File: src/rtl/fir_pkg.sv
// fir_pkg: FIR engine constants, FSM state encoding and output scaling; FIR_ROUND_SAT_EN selects round-half-up plus saturation
package fir_pkg;
  localparam int NUMTABS       = 64;
  localparam int COUNT_BIT_NUM = $clog2(NUMTABS);
  localparam int DATA_W        = 16;
  localparam int COEF_W        = 16;
  localparam int PROD_W        = DATA_W + COEF_W;
  localparam int ACC_W         = PROD_W + COUNT_BIT_NUM;
  localparam int OUT_SHIFT     = 15;
`ifdef FIR_ROUND_SAT_EN
  localparam logic signed [ACC_W-1:0] RND  = ACC_W'(1) << (OUT_SHIFT - 1);
  localparam logic signed [ACC_W-1:0] MAXV = ACC_W'((1 << (DATA_W - 1)) - 1);
  localparam logic signed [ACC_W-1:0] MINV = ~MAXV;
`endif
  typedef enum logic [1:0] {IDLE, MAC, FLUSH, DONE} state_t;
  function automatic logic signed [DATA_W-1:0] scale(input logic signed [ACC_W-1:0] a);
    logic signed [ACC_W-1:0] s;
`ifdef FIR_ROUND_SAT_EN
    s = (a + RND) >>> OUT_SHIFT;
    return s > MAXV ? MAXV[DATA_W-1:0] : s < MINV ? MINV[DATA_W-1:0] : s[DATA_W-1:0];
`else
    s = a >>> OUT_SHIFT;
    return s[DATA_W-1:0];
`endif
  endfunction
endpackage

File: src/rtl/fir_delay_line.sv
// fir_delay_line: NUMTABS-deep circular sample buffer, synchronous write and clear, combinational read
module fir_delay_line
  import fir_pkg::*;
(
  input  logic                            clk,
  input  logic                            rst,
  input  logic                            i_we,
  input  logic        [COUNT_BIT_NUM-1:0] i_wr_addr,
  input  logic signed [DATA_W-1:0]        i_wr_data,
  input  logic        [COUNT_BIT_NUM-1:0] i_rd_addr,
  output logic signed [DATA_W-1:0]        o_rd_data
);
  logic signed [DATA_W-1:0] r_mem [NUMTABS];
  // store accepted samples; reset clears the whole history
  always_ff @(posedge clk) begin
    if (rst) for (int i = 0; i < NUMTABS; i++) r_mem[i] <= '0;
    else if (i_we) r_mem[i_wr_addr] <= i_wr_data;
  end
  assign o_rd_data = r_mem[i_rd_addr];
endmodule

File: src/rtl/fir_mac_serial.sv
// fir_mac_serial: serial 64-tap FIR, one MAC per cycle against an external coefficient ROM (build with FIR_ROUND_SAT_EN for rounding/saturation)
module fir_mac_serial
  import fir_pkg::*;
(
  input  logic                            clk,
  input  logic                            rst,
  input  logic                            in_valid,
  output logic                            in_ready,
  input  logic signed [DATA_W-1:0]        in_data,
  output logic        [COUNT_BIT_NUM-1:0] count,
  input  logic signed [COEF_W-1:0]        coeffs_in,
  output logic                            out_valid,
  input  logic                            out_ready,
  output logic signed [DATA_W-1:0]        out_data,
  output logic                            busy
);
  state_t                           r_state, w_next;
  logic        [COUNT_BIT_NUM-1:0]  r_count, r_wr_ptr, r_newest, w_rd_addr;
  logic signed [DATA_W-1:0]         w_rd_data, r_out_data;
  logic signed [PROD_W-1:0]         r_prod;
  logic signed [ACC_W-1:0]          r_acc, w_acc_next;
  logic                             w_accept;
  assign in_ready   = r_state == IDLE;
  assign busy       = !in_ready;
  assign out_valid  = r_state == DONE;
  assign out_data   = r_out_data;
  assign count      = r_count;
  assign w_accept   = in_valid && in_ready;
  assign w_rd_addr  = r_newest - r_count;
  assign w_acc_next = r_acc + ACC_W'(r_prod);
  fir_delay_line u_dl (
    .clk       (clk),
    .rst       (rst),
    .i_we      (w_accept),
    .i_wr_addr (r_wr_ptr),
    .i_wr_data (in_data),
    .i_rd_addr (w_rd_addr),
    .o_rd_data (w_rd_data)
  );
  // state register
  always_ff @(posedge clk) r_state <= rst ? IDLE : w_next;
  // next state: one sample in flight at a time, result held until accepted
  always_comb begin
    w_next = r_state;
    unique case (r_state)
      IDLE:    w_next = w_accept ? MAC : IDLE;
      MAC:     w_next = r_count == COUNT_BIT_NUM'(NUMTABS - 1) ? FLUSH : MAC;
      FLUSH:   w_next = DONE;
      DONE:    w_next = out_ready ? IDLE : DONE;
      default: w_next = IDLE;
    endcase
  end
  // datapath: product register pipelines the multiply, FLUSH folds in the last product and scales
  always_ff @(posedge clk) begin
    if (rst) begin
      r_count    <= '0;
      r_wr_ptr   <= '0;
      r_newest   <= '0;
      r_acc      <= '0;
      r_prod     <= '0;
      r_out_data <= '0;
    end else begin
      if (w_accept) begin
        r_newest <= r_wr_ptr;
        r_wr_ptr <= r_wr_ptr + 1'b1;
        r_acc    <= '0;
        r_prod   <= '0;
        r_count  <= '0;
      end
      if (r_state == MAC) begin
        r_prod  <= coeffs_in * w_rd_data;
        r_acc   <= w_acc_next;
        r_count <= r_count + 1'b1;
      end
      if (r_state == FLUSH) begin
        r_acc      <= w_acc_next;
        r_out_data <= scale(w_acc_next);
      end
    end
  end
endmodule
File: config.mk
export PLATFORM = sky130hd
export DESIGN_NAME = fir_mac_serial
export DESIGN_NICKNAME = d
export VERILOG_FILES = /design/src/rtl/fir_pkg.sv /design/src/rtl/fir_delay_line.sv /design/src/rtl/fir_mac_serial.sv
export SDC_FILE = /design/constraint.sdc
export NUM_CORES = 2
export LEC_CHECK = 0
export CAP_MARGIN = 20
export CORE_UTILIZATION = 35
export DETAILED_ROUTE_END_ITERATION = 10
export DONT_BUFFER_PORTS = 1
export PLACE_DENSITY = 0.57
export RECOVER_POWER = 50
export REMOVE_ABC_BUFFERS = 1
export SLEW_MARGIN = 10
export SYNTH_ARGS = -nofsm -noshare
export SYNTH_HDL_FRONTEND = slang
export SYNTH_HIERARCHICAL = 1
export SYNTH_SLANG_ARGS = --single-unit
File: constraint.sdc
create_clock -name clk -period 16.8 [get_ports clk]
set_input_delay 3.36 -clock clk [delete_from_list [all_inputs] [get_ports clk]]
set_output_delay 3.36 -clock clk [all_outputs]
set_load 0.01 [all_outputs]
==> impl_metrics.json <==
{
  "gp_congestion": 0.831,
  "path_class": "flip-flop to flip-flop",
  "std_cell_rows": 153,
  "maxSlewHeadroom": -0.0805,
  "status": "complete, but fails checks",
  "num_io_pins": 61,
  "synthArstFlopShare": 0,
  "cts_sinks": 1122,
  "grt_overflow": 0,
  "seq_area_sq_mm": 0.0327,
  "drive_above_1_share": 0.125,
  "syn_area_sq_mm": 0.0616,
  "cts-buffers-inserted": 117,
  "synthTopCellsByCount": "1144 x and2_1, 1024 x edfxtp_1, 306 x inv_1",
  "core_region_area_sq_mm": 0.174,
  "dieHeight_um": 422,
  "clkTransAtPathRegs_ns": 0.06,
  "rrSetupSlack_ns": 5.90,
  "min_period_ns": 10.90,
  "final_nets": 4978,
  "rsz0062_at_grt": "no",
  "whs_ns": 0.453,
  "synth_ff_type": "edfxtp_1",
  "rr_worst_depth": 33,
  "crit_fanout": 37,
  "yosysWarningCount": 6,
  "yosys.area_share.simple": 0.162,
  "skew_ns": 0.0827,
  "drtPass1Iterations": 6,
  "cts_resized": 0,
  "hpwl_um": 108000,
  "synthCells": 4678,
  "cts_hold_buffers": 0,
  "setup_tns_ns": 0,
  "area_delta_synth_final_pct": 9.74,
  "muxShareOfSynthArea": 0.106,
  "grt_pass1_wl_um": 252000,
  "cp_data_arrival_time_ns": 11.56,
  "drt_iter0_drc": 2917,
  "vias": 36000,
  "synth_area_leader_cell": "edfxtp_1",
  "synth_area_per_cell_sq_um": 13.2,
  "setup-violations-final": 0,
  "synth_adder_area_share": 0.108,
  "fmax_mhz": 91.8,
  "cts-root-buf": "clkbuf_16",
  "antenna_found_initial": 6,
  "wl_per_cell_um": 24.3,
  "drc": 0,
  "yosysMostFrequentCell": "and2_1",
  "synth_cell_types": 78,
  "synth_top_area_frac": 0.499,
  "critPathCaptureType": "flip-flop",
  "synthTopCellsByArea": "edfxtp_1 50%, and2_1 12%, mux4_2 9.9%",
  "finalHoldViolCount": 0,
  "dp_slack_ns": 6.02,
  "worst_slew_pin_slew_ns": 1.62,
  "synth-xor-area-share": 0.00995,
  "routed_wl_um": 170000,
  "grt_pass1_vias": 37500,
  "grt_max_degree": 151,
  "port_buffers": 0,
  "hold_depth": 2,
  "cpPeakStageDelay_ns": 1.01,
  "timing.critical_path.required_ns": 17.46,
  "grt_util_all_layers": 0.190,
  "antenna_left": 0,
  "failed_checks": "capacitance limit, slew limit",
  "maxCapViolations": 3,
  "min_period_over_period": 0.649,
  "crit_slowest_cell": "nand2b_1",
  "die_width_um": 422,
  "setup_slack_ns": 5.90,
  "htreeDepth": 3,
  "clockBufferDepth": 3,
  "drv_slew": 59,
  "hold_class": "flip-flop to flip-flop",
  "final_core_util": 0.388,
  "start_util": 0.353,
  "crit_path_start_kind": "flip-flop",
  "die_area_sq_mm": 0.178,
  "synth-seq-cells": 1122,
  "clock_latency_ns": 0.77,
  "yosysSeqAreaShare": 0.531,
  "fillers": 16400,
  "multiInputGateArea_sq_mm": 0.0265,
  "cts_tree": "done",
  "cpMostUsedCell": "fa_1",
  "cts_setup_buffers": 0,
  "via_per_inst": 5.15,
  "synth_top_family_by_area": "simple AND/OR/NAND/NOR gates",
  "synth_edf_count": 1024,
  "synth_compound_area_frac": 0.0414
}
==> stage by stage <==
stage	cell area (sq um)	std cells
6_report	67600	6996
5_1_grt	67600	6990
4_1_cts	67900	6988
3_5_place_dp	64100	6771
3_3_place_gp	64100	6770
2_1_floorplan	60200	4340
==> per-layer routing <==
metal	global-route usage	wire, um	vias up
li1	-	-	16100
met1	0.249	71700	18700
met2	0.323	83400	1017
met3	0.0333	10300	230
met4	0.0497	4320	0
met5	0	0	-
==> area by class of cell <==
cell class	count	area share
timing repair buffer	108	0.00895
clock buffer	149	0.0463
multi-input combinational	2911	0.391
antenna	6	0.000222
tap	2325	0.0430
sequential	1122	0.484
clock inverter	68	0.00949
inverter	307	0.0173
==> critical path, delay by kind of cell, from the launching register on <==
kind,cells,cell delay [ns]
buffers and inverters,8,1.38
AOI/OAI and AO/OA,12,3.22
adders and majority gates,9,4.04
xor gates and xnor gates,1,0.14
and+or+nand+nor,3,1.47
DFF,1,0.50
==> final timing paths <==
kind	end	startpoint
worst max-delay path	r_prod[29]	count[0]
worst min-delay path	r_newest[0]	r_newest[0]
worst max register to register	r_prod[29]	count[0]
worst min register to register	r_newest[0]	r_newest[0]
==> cells in the final DEF (no fill, tap or decap), types with 90 or more instances in the layout <==
| master | n |
|---|---|
| nand2_1 | 250 |
| a21oi_1 | 94 |
| fa_1 | 258 |
| mux4_2 | 271 |
| clkbuf_16 | 118 |
| dfxtp_1 | 98 |
| and2_0 | 429 |
| and2_1 | 715 |
| edfxtp_1 | 1024 |
| ha_1 | 117 |
| inv_1 | 303 |
| clkbuf_1 | 90 |
| nor2_1 | 160 |
==> kinds of logic after synthesis <==
group / Yosys count
flops: 1122
buf+inv: 645
compound gates: 389
mux: 312
simple gates: 1765
xor+xnor: 70
fa+ha+maj: 375
==> sequential cells by signal, summed over array words and instances, names as in the netlist <==
register    cells
r_state         2
r_newest        6
u_dl/r_mem   1024
out_data       16
r_prod         31
r_acc          31
r_wr_ptr        6
count           6
Power is not shown: default switching activity piles up to over one toggle a cycle in this logic, so the estimate is an artifact.
